**src/rtl/serial_adder32_if.sv**
```systemverilog
// Handshake bundle for serial_adder32: operand side (in_*) and result side (out_*).
// The adder itself connects through the slave modport.
interface serial_adder32_if #(
  parameter int unsigned WIDTH = 32
) ();
  logic             in_valid;
  logic             in_ready;
  logic [WIDTH-1:0] a;
  logic [WIDTH-1:0] b;
  logic             cin;
  logic             out_valid;
  logic             out_ready;
  logic [WIDTH-1:0] sum;
  logic             cout;

  modport master (
    output in_valid,
    output a,
    output b,
    output cin,
    output out_ready,
    input  in_ready,
    input  out_valid,
    input  sum,
    input  cout
  );

  modport slave (
    input  in_valid,
    input  a,
    input  b,
    input  cin,
    input  out_ready,
    output in_ready,
    output out_valid,
    output sum,
    output cout
  );
endinterface

```
**src/rtl/serial_adder32.sv**
```systemverilog
// Digit-serial adder: DIGIT_W bits of a+b+cin per cycle, LSB digit first, with
// valid/ready handshakes on both sides and a held, registered result.
module serial_adder32 #(
  parameter int unsigned WIDTH   = 32,
  parameter int unsigned DIGIT_W = 4
) (
  input logic             clk,
  input logic             rst_n,
  serial_adder32_if.slave bus
);

  localparam int unsigned N    = WIDTH / DIGIT_W;
  localparam int unsigned CntW = (N > 1) ? $clog2(N) : 1;

  typedef enum logic [1:0] {StIdle, StRun, StDone} state_e;

  state_e state_q, state_d;

  // acc holds operand A in its low part and collects finished sum digits at the
  // top, so one register serves as both the A shifter and the sum accumulator.
  logic [WIDTH-1:0] acc_q, acc_d;
  logic [WIDTH-1:0] b_sh_q, b_sh_d;
  logic             carry_q, carry_d;
  logic [CntW-1:0]  cnt_q, cnt_d;
  logic [WIDTH-1:0] sum_q, sum_d;
  logic             cout_q, cout_d;
  logic             in_ready_q, in_ready_d;
  logic             out_valid_q, out_valid_d;

  logic [DIGIT_W:0] digit;
  logic [WIDTH-1:0] acc_run;
  logic [WIDTH-1:0] b_shr;
  logic             accept;
  logic             last;
  logic             handoff;

  assign digit = {1'b0, acc_q[DIGIT_W-1:0]} + {1'b0, b_sh_q[DIGIT_W-1:0]}
               + {{DIGIT_W{1'b0}}, carry_q};

  if (DIGIT_W == WIDTH) begin : g_single
    assign acc_run = digit[DIGIT_W-1:0];
    assign b_shr   = '0;
  end else begin : g_multi
    assign acc_run = {digit[DIGIT_W-1:0], acc_q[WIDTH-1:DIGIT_W]};
    assign b_shr   = {{DIGIT_W{1'b0}}, b_sh_q[WIDTH-1:DIGIT_W]};
  end

  assign accept  = (state_q == StIdle) && in_ready_q && bus.in_valid;
  assign last    = (cnt_q == CntW'(N - 1));
  assign handoff = (state_q == StDone) && out_valid_q && bus.out_ready;

  // State register
  always_ff @(posedge clk) begin
    if (!rst_n) begin
      state_q <= StIdle;
    end else begin
      state_q <= state_d;
    end
  end

  // Next-state logic
  always_comb begin
    state_d = state_q;
    unique case (state_q)
      StIdle: if (accept)  state_d = StRun;
      StRun:  if (last)    state_d = StDone;
      StDone: if (handoff) state_d = StIdle;
      default:             state_d = StIdle;
    endcase
  end

  // Datapath and registered-output next values
  always_comb begin
    acc_d       = acc_q;
    b_sh_d      = b_sh_q;
    carry_d     = carry_q;
    cnt_d       = cnt_q;
    sum_d       = sum_q;
    cout_d      = cout_q;
    in_ready_d  = in_ready_q;
    out_valid_d = out_valid_q;
    unique case (state_q)
      StIdle: begin
        in_ready_d = 1'b1;
        if (accept) begin
          acc_d      = bus.a;
          b_sh_d     = bus.b;
          carry_d    = bus.cin;
          cnt_d      = '0;
          in_ready_d = 1'b0;
        end
      end
      StRun: begin
        acc_d   = acc_run;
        b_sh_d  = b_shr;
        carry_d = digit[DIGIT_W];
        cnt_d   = cnt_q + 1'b1;
        if (last) begin
          sum_d       = acc_run;
          cout_d      = digit[DIGIT_W];
          out_valid_d = 1'b1;
        end
      end
      StDone: begin
        if (handoff) begin
          out_valid_d = 1'b0;
          in_ready_d  = 1'b1;
        end
      end
      default: ;
    endcase
  end

  always_ff @(posedge clk) begin
    if (!rst_n) begin
      acc_q       <= '0;
      b_sh_q      <= '0;
      carry_q     <= 1'b0;
      cnt_q       <= '0;
      sum_q       <= '0;
      cout_q      <= 1'b0;
      in_ready_q  <= 1'b0;
      out_valid_q <= 1'b0;
    end else begin
      acc_q       <= acc_d;
      b_sh_q      <= b_sh_d;
      carry_q     <= carry_d;
      cnt_q       <= cnt_d;
      sum_q       <= sum_d;
      cout_q      <= cout_d;
      in_ready_q  <= in_ready_d;
      out_valid_q <= out_valid_d;
    end
  end

  assign bus.in_ready  = in_ready_q;
  assign bus.out_valid = out_valid_q;
  assign bus.sum       = sum_q;
  assign bus.cout      = cout_q;

endmodule

```
**src/flat_wrapper.sv**
```systemverilog
// flat-port wrapper written by rule: the top's interface ports become plain ports
module serial_adder32_flat 
#(
  parameter int unsigned WIDTH   = 32,
  parameter int unsigned DIGIT_W = 4
)
  (clk, rst_n, bus_in_valid, bus_a, bus_b, bus_cin, bus_out_ready, bus_in_ready, bus_out_valid, bus_sum, bus_cout);
  serial_adder32_if #(.WIDTH(WIDTH)) bus_i ();
  input logic clk;
  input logic rst_n;
  input wire logic [$bits(bus_i.in_valid)-1:0] bus_in_valid;
  input wire logic [$bits(bus_i.a)-1:0] bus_a;
  input wire logic [$bits(bus_i.b)-1:0] bus_b;
  input wire logic [$bits(bus_i.cin)-1:0] bus_cin;
  input wire logic [$bits(bus_i.out_ready)-1:0] bus_out_ready;
  output wire logic [$bits(bus_i.in_ready)-1:0] bus_in_ready;
  output wire logic [$bits(bus_i.out_valid)-1:0] bus_out_valid;
  output wire logic [$bits(bus_i.sum)-1:0] bus_sum;
  output wire logic [$bits(bus_i.cout)-1:0] bus_cout;
  assign bus_i.in_valid = bus_in_valid;
  assign bus_i.a = bus_a;
  assign bus_i.b = bus_b;
  assign bus_i.cin = bus_cin;
  assign bus_i.out_ready = bus_out_ready;
  assign bus_in_ready = bus_i.in_ready;
  assign bus_out_valid = bus_i.out_valid;
  assign bus_sum = bus_i.sum;
  assign bus_cout = bus_i.cout;
  serial_adder32 #(.WIDTH(WIDTH), .DIGIT_W(DIGIT_W)) u_core (.clk(clk), .rst_n(rst_n), .bus(bus_i));
endmodule
```
**config.mk**
```make
export PLATFORM = sky130hd
export DESIGN_NAME = serial_adder32_flat
export DESIGN_NICKNAME = d
export VERILOG_FILES = /design/src/rtl/serial_adder32_if.sv /design/src/rtl/serial_adder32.sv /design/src/flat_wrapper.sv
export SDC_FILE = /design/constraint.sdc
export NUM_CORES = 1
export LEC_CHECK = 0
export CORE_ASPECT_RATIO = 1.25
export CORE_UTILIZATION = 46
export DETAILED_ROUTE_END_ITERATION = 8
export PLACE_DENSITY_LB_ADDON = 0.2
export SLEW_MARGIN = 20
export SYNTH_ARGS = -nofsm -noshare
export SYNTH_HDL_FRONTEND = slang
export SYNTH_SLANG_ARGS = --single-unit
```
**constraint.sdc**
```tcl
create_clock -name clk -period 1.75 [get_ports clk]
set_input_delay 0.35 -clock clk [delete_from_list [all_inputs] [get_ports clk]]
set_output_delay 0.35 -clock clk [all_outputs]
set_load 0.03 [all_outputs]
```
==> results of run 1 <==
## Yosys cell counts, types with 2 or more instances
cell / number
inv_1: 12
buf_2: 18
o211ai_1: 2
a211oi_1: 19
inv_2: 2
dfxtp_1: 105
a211oi_2: 34
ha_1: 8
nor2_1: 61
a311oi_1: 2
buf_4: 4
a21oi_1: 34
nand2_1: 71
o21ai_0: 7
fa_1: 2
mux2i_1: 59
clkbuf_1: 15
nor2b_1: 4
o211a_1: 7
xnor2_1: 2
a22oi_1: 6
## cell type report
cell class | instances | area (sq um) | share of cell area
clock buffer | 11 | 233 | 0.0367
clock inverter | 5 | 56.3 | 0.00888
inverter | 14 | 53.8 | 0.00848
multi-input combinational | 333 | 2360 | 0.371
sequential | 105 | 2110 | 0.332
tap | 126 | 158 | 0.0249
timing repair buffer | 127 | 1380 | 0.218
## metal layers
metal  GRT usage  wire length (microns)  part of all wire  vias to the layer above
li1            -                      -                 -                     1915
met1       0.249                   4740              0.42                     1831
met2       0.394                   5850              0.51                      104
met3      0.0299                    582             0.051                       16
met4      0.0854                    197             0.017                        0
met5           0                      0                 0                        -
## cells by family (layout without fill, tap and decap cells)
logic type / Yosys count / count (layout) / synth area share
and+or+nand+nor: 140 / 140 / 0.118
AOI/OAI and AO/OA: 122 / 122 / 0.219
DFF: 105 / 105 / 0.450
muxes: 59 / 59 / 0.126
buffers and inverters: 53 / 157 / 0.0525
adders and majority gates: 10 / 10 / 0.0300
xor gates and xnor gates: 2 / 2 / 0.00375
## state kept, by name (all words and copies together) (netlist names)
signal / count
u_core.state_q: 2
u_core.cnt_q: 3
u_core.bus.in_ready: 1
u_core.bus.sum: 32
u_core.bus.out_valid: 1
u_core.acc_q: 32
u_core.carry_q: 1
u_core.b_sh_q: 32
u_core.bus.cout: 1
## metrics by stage
step / setup WS [ns] / std cells / util / setup TNS [ns] / cell area, sq um
finish: -0.0723 / 721 / 0.650 / -0.0893 / 6340
floorplan: 0.0143 / 491 / - / 0 / 4670
global placement: -0.0329 / 700 / 0.607 / -0.0554 / 5930
detailed placement: -0.120 / 700 / 0.607 / -0.627 / 5930
CTS: -0.0636 / 717 / 0.638 / -0.0659 / 6220
global route: -0.131 / 721 / 0.650 / -0.223 / 6340
## worst paths after layout
kind	start	to	cells past startpoint
setup reg to reg	u_core.acc_q[0]	u_core.carry_q	7
hold reg to reg	u_core.bus.sum[3]	u_core.bus.sum[3]	2
setup / recovery	u_core.acc_q[0]	u_core.carry_q	7
hold / removal	u_core.bus.sum[3]	u_core.bus.sum[3]	2
## power breakdown
part / switching (mW) / internal, mW / leakage (nW)
Combinational: 0.708 / 0.702 / 1.24
Sequential: 0.155 / 2.61 / 0.858
Clock: 0.851 / 1.11 / 0.139
Total: 1.71 / 4.42 / 2.24
## worst max-delay path: cells and delay by family, from the launching register on
family                   cells  cell delay (ns)
AO/OA/AOI/OAI                3             0.47
adder cells (fa/ha/maj)      2             0.77
buffers and inverters        1             0.04
flip-flops                   1             0.34
AND/OR/NAND/NOR              1             0.14
## timing repair
item / 4_1_cts / 5_1_grt
resized for setup: 5 / 14
buffers inserted: 1 / 2
pin swaps: 3 / 5
cloned: 0 / 2
endpoints found under the setup margin: 5 / 67
==> metrics.yaml, run 1 <==
run_status:
  status: "complete, but fails checks"
  violations: "setup timing"
yosys:
  syn_nets: 570
  synthFlopType: "dfxtp_1"
  synth.distinct_cells: 38
  yosysTopAreaCellShare: 0.450
  synth-async-reset-ratio: 0
  netlist_instances: 491
  synth_warnings: 0
  syn_area_sq_um: 4670
  synth_edf_count: 0
  seq_area_frac_synth: 0.450
  synth_top_cell_by_area: "dfxtp_1"
  synth.avg_cell_area_sq_um: 9.51
  ys_top_cells_by_area: "dfxtp_1 (45%), mux2i_1 (13%), a211oi_2 (9.1%)"
  synth-seq-cells: 105
sta:
  hold_slack_ns: 0.456
  worst_pin_slew_ns: 0.386
  finalSetupViolCount: 2
  fmax_ghz: 0.549
  relSlewSlack: 0.743
  fin_skew_ns: 0.00585
  report.final.slew_viol_count: 0
  setup_slack_ns: -0.0723
  rsz0062_at_grt: "yes"
  hold_violations: 0
  min_period_over_period: 1.04
  period_needed_ns: 1.82
setup_path:
  rrSetupSlack_ns: -0.07
  arrival_ns: 2.11
  path_class: "register to register"
  critPathMaxFanout: 2
  path_cells: "inv_2, fa_2, fa_2, nor2b_2, o21ai_2, a311oi_2, a31o_2"
  critPathCaptureType: "register"
  cpMaxStageDelayCell: "fa_2"
  startpoint_type: "register"
  critPathMaxStageDelay_ns: 0.40
  cp_common_cell: "fa_2"
  required_ns: 2.04
flow_run:
  maxCapViolations: 0
power_and_ir_drop:
  cellLeakagePower_nw: 2.24
  vdd_drop_max_mv: 0.585
  p_per_area_nw_per_um2: 967
  finalPower_mw: 6.13
die:
  start_util: 0.478
  core_sq_um: 9760
  die_width_microns: 92.1
  dieArea_sq_um: 10600
  dieHeight_microns: 115
  pin_count: 104
  rows: 40
grt:
  grt-ovfl-total: 0
  antenna_found_initial: 0
  grt_pass1_wl_mm: 17.9
  gr-usage-all-layers: 0.214
  grt_pass1_vias: 3777
  grt_max_degree: 45
cts:
  cts_max_level: 3
  clkTransAtPathRegs_ns: 0.07
  clk-insertion-delay-late_ns: 0.34
  numCtsBuffers: 9
  cts_tree: "yes"
  cts-root-buf: "clkbuf_16"
  clockBufferDepth: 2
  clock_sinks: 105
  cts_hold_buf: 0
cells_and_area:
  drive_gt1_frac: 0.156
  final_common_cell: "dfxtp_1"
  antenna_cells: 0
  fillers: 830
  final_cell_mix: "dfxtp_1 (102), clkdlybuf4s50_1 (99), nand2_1 (71), nor2_1 (61), mux2i_1 (59)"
  nets: 669
  synthToLayoutAreaGrowth_pct: 35.8
routing:
  antenna_left: 0
  drc: 0
  drtIter0Drc: 205
  wirelength_mm: 11.4
  viasPerCell: 5.36
  vias: 3866
  wl_per_cell_microns: 15.8
  first_pass_iters: 5
placed_design:
  place.gp.congestion: 0.785
  dpl.hpwl_mm: 7.79
  io_buffers: 103
hold_path:
  hold_path_class: "register to register"
Power figures use the tool's default switching activity.
==> run 2, diff against run 1 <==
--- a/config.mk
+++ b/config.mk
@@ -5,11 +5,11 @@
 export SDC_FILE = /design/constraint.sdc
 export NUM_CORES = 1
 export LEC_CHECK = 0
+export ABC_CLOCK_PERIOD_IN_PS = 2300
 export CORE_ASPECT_RATIO = 1.25
-export CORE_UTILIZATION = 46
+export CORE_UTILIZATION = 54
 export DETAILED_ROUTE_END_ITERATION = 8
 export PLACE_DENSITY_LB_ADDON = 0.2
-export SLEW_MARGIN = 20
 export SYNTH_ARGS = -nofsm -noshare
 export SYNTH_HDL_FRONTEND = slang
 export SYNTH_SLANG_ARGS = --single-unit
==> constraint.sdc (replaced) <==
create_clock -name clk -period 2.3 [get_ports clk]
set_input_delay 0.46 -clock clk [delete_from_list [all_inputs] [get_ports clk]]
set_output_delay 0.46 -clock clk [all_outputs]
set_load 0.03 [all_outputs]
==> run 2 against run 1 <==
  * Clock power decreased by 44%
  * Count of clock-buffer cells in the layout shrank 1
  * Sequential share of layout area grew 2.0 points
  * Critical path type unchanged
  * Maximum frequency decreased by 13%
  * Worst setup slack improved by 0.27 ns
  * Routed wire length is 9.7% lower
  * Global-route usage is 2.0 points higher
  * The flow now finishes without violations
  * Largest cell class unchanged
  * First-iteration DRC count fell by 28%
==> metrics.yaml, run 2 (synthesis gave the netlist of run 1 again) <==
placed_design:
  place.gp.congestion: 0.865
  io_buffers: 103
  dpl.hpwl_mm: 7.25
  place_inst: 664
  post-place-ws_ns: 0.228
die:
  dieHeight_microns: 106
  dieArea_sq_um: 9030
  core_sq_um: 8290
  start_util: 0.563
  die_width_microns: 85.2
  pin_count: 104
  rows: 37
setup_path:
  critPathMaxFanout: 3
  critPathCaptureType: "register"
  required_ns: 2.61
  path_class: "register to register"
  startpoint_type: "register"
  arrival_ns: 2.41
cells_and_area:
  final_common_cell: "dfxtp_1"
  final_cell_mix: "dfxtp_1 (105), clkdlybuf4s50_1 (103), nand2_1 (71), nor2_1 (61), mux2i_1 (59)"
  antenna_cells: 0
  fin_cells: 679
  nets: 657
  drive_gt1_frac: 0.120
  synthToLayoutAreaGrowth_pct: 28.1
sta:
  period_needed_ns: 2.10
  min_period_over_period: 0.913
  fin_skew_ns: 0.0104
  worst_pin_slew_ns: 0.619
  setup_slack_ns: 0.200
  setup_tns_ns: 0
  fmax_ghz: 0.476
  relSlewSlack: 0.586
  rsz0062_at_grt: "no"
  hold_violations: 0
  finalSetupViolCount: 0
  report.final.slew_viol_count: 0
power_and_ir_drop:
  vdd_drop_max_mv: 0.466
  p_per_area_nw_per_um2: 693
  cellLeakagePower_nw: 2.05
cts:
  cts_hold_buf: 0
  cts_tree: "yes"
  clockBufferDepth: 2
  numCtsBuffers: 9
  clk-insertion-delay-late_ns: 0.37
  cts.repair.resized: 0
  clock_sinks: 105
  cts-root-buf: "clkbuf_8"
  postCtsSetupBuffers: 0
  clkTransAtPathRegs_ns: 0.10
  cts_max_level: 3
routing:
  drtIter0Drc: 147
  wirelength_mm: 10.3
  viasPerCell: 5.56
  drc: 0
  antenna_left: 0
  vias: 3777
  wl_per_cell_microns: 15.1
  first_pass_iters: 4
flow_run:
  maxCapViolations: 0
grt:
  grt_max_degree: 72
  gr-usage-all-layers: 0.235
  antenna_found_initial: 0
  grt-ovfl-total: 0
  grt_pass1_wl_mm: 16.8
  grt_pass1_vias: 3686
run_status:
  status: "completed"
hold_path:
  hold_path_class: "register to register"
==> run 2: cell types whose count changed in the layout (fill, tap and decap cells not counted), moves of 3 or more <==
| cell | before | now |
|---|---|---|
| buf_4 | 12 | 7 |
| clkbuf_16 | 11 | 0 |
| clkbuf_8 | 0 | 10 |
| clkdlybuf4s50_1 | 99 | 103 |
| dfxtp_1 | 102 | 105 |
| dfxtp_2 | 3 | 0 |
| inv_6 | 0 | 3 |
==> run 2: critical path, cell delays in order (launching register included) <==
cell	delay, ns
dfxtp_1	0.35
inv_1	0.06
fa_1	0.47
fa_1	0.43
nor2b_1	0.12
o21ai_0	0.11
a311oi_1	0.35
a31o_2	0.16
==> run 2: area by class of cell <==
cell class / instances / area [sq um]
fill: 612 / 2310
clock inverter: 5 / 46.3
sequential: 105 / 2100
clock buffer: 10 / 138
tap: 97 / 121
timing repair buffer: 115 / 1180
multi-input combinational: 333 / 2330
inverter: 14 / 53.8
==> run 2: power by group <==
group | internal, mW | switching, mW
Clock | 0.439 | 0.649
Combinational | 0.460 | 0.497
Sequential | 1.98 | 0.115
Total | 2.88 | 1.26
==> run 2: worst paths after layout <==
path                          start                 to  slack [ns]  depth (start not counted)
setup reg to reg     u_core.carry_q     u_core.carry_q        0.20                          7
hold reg to reg   u_core.bus.sum[5]  u_core.bus.sum[5]        0.46                          2
hold / removal    u_core.bus.sum[5]  u_core.bus.sum[5]        0.46                          2
setup / recovery     u_core.carry_q     u_core.carry_q        0.20                          7
==> run 2: metrics by stage <==
step	utilization	hold WS, ns	power, mW	cell area, sq um
after floorplan	-	0.441	2.81	4670
after global placement	0.699	0.445	3.06	5800
after detailed placement	0.699	0.446	3.10	5800
after CTS	0.722	0.460	4.18	5980
after global routing	0.722	0.485	4.35	5980
final	0.722	0.459	4.14	5980
==> run 2: per-layer routing <==
layer,vias to the layer above,GRT usage,part of all wire
met1,1767,0.278,0.42
met3,18,0.0404,0.055
met5,-,0,0
met4,0,0.0969,0.020
li1,1896,-,-
met2,96,0.417,0.50
==> run 3, diff against run 2 <==
--- a/config.mk
+++ b/config.mk
@@ -9,6 +9,7 @@
 export CORE_ASPECT_RATIO = 1.25
 export CORE_UTILIZATION = 54
 export DETAILED_ROUTE_END_ITERATION = 8
+export GPL_TIMING_DRIVEN = 1
 export PLACE_DENSITY_LB_ADDON = 0.2
 export SYNTH_ARGS = -nofsm -noshare
 export SYNTH_HDL_FRONTEND = slang
==> results of run 3 <==
Final layout, timing and power as in run 2 (identical DEF).
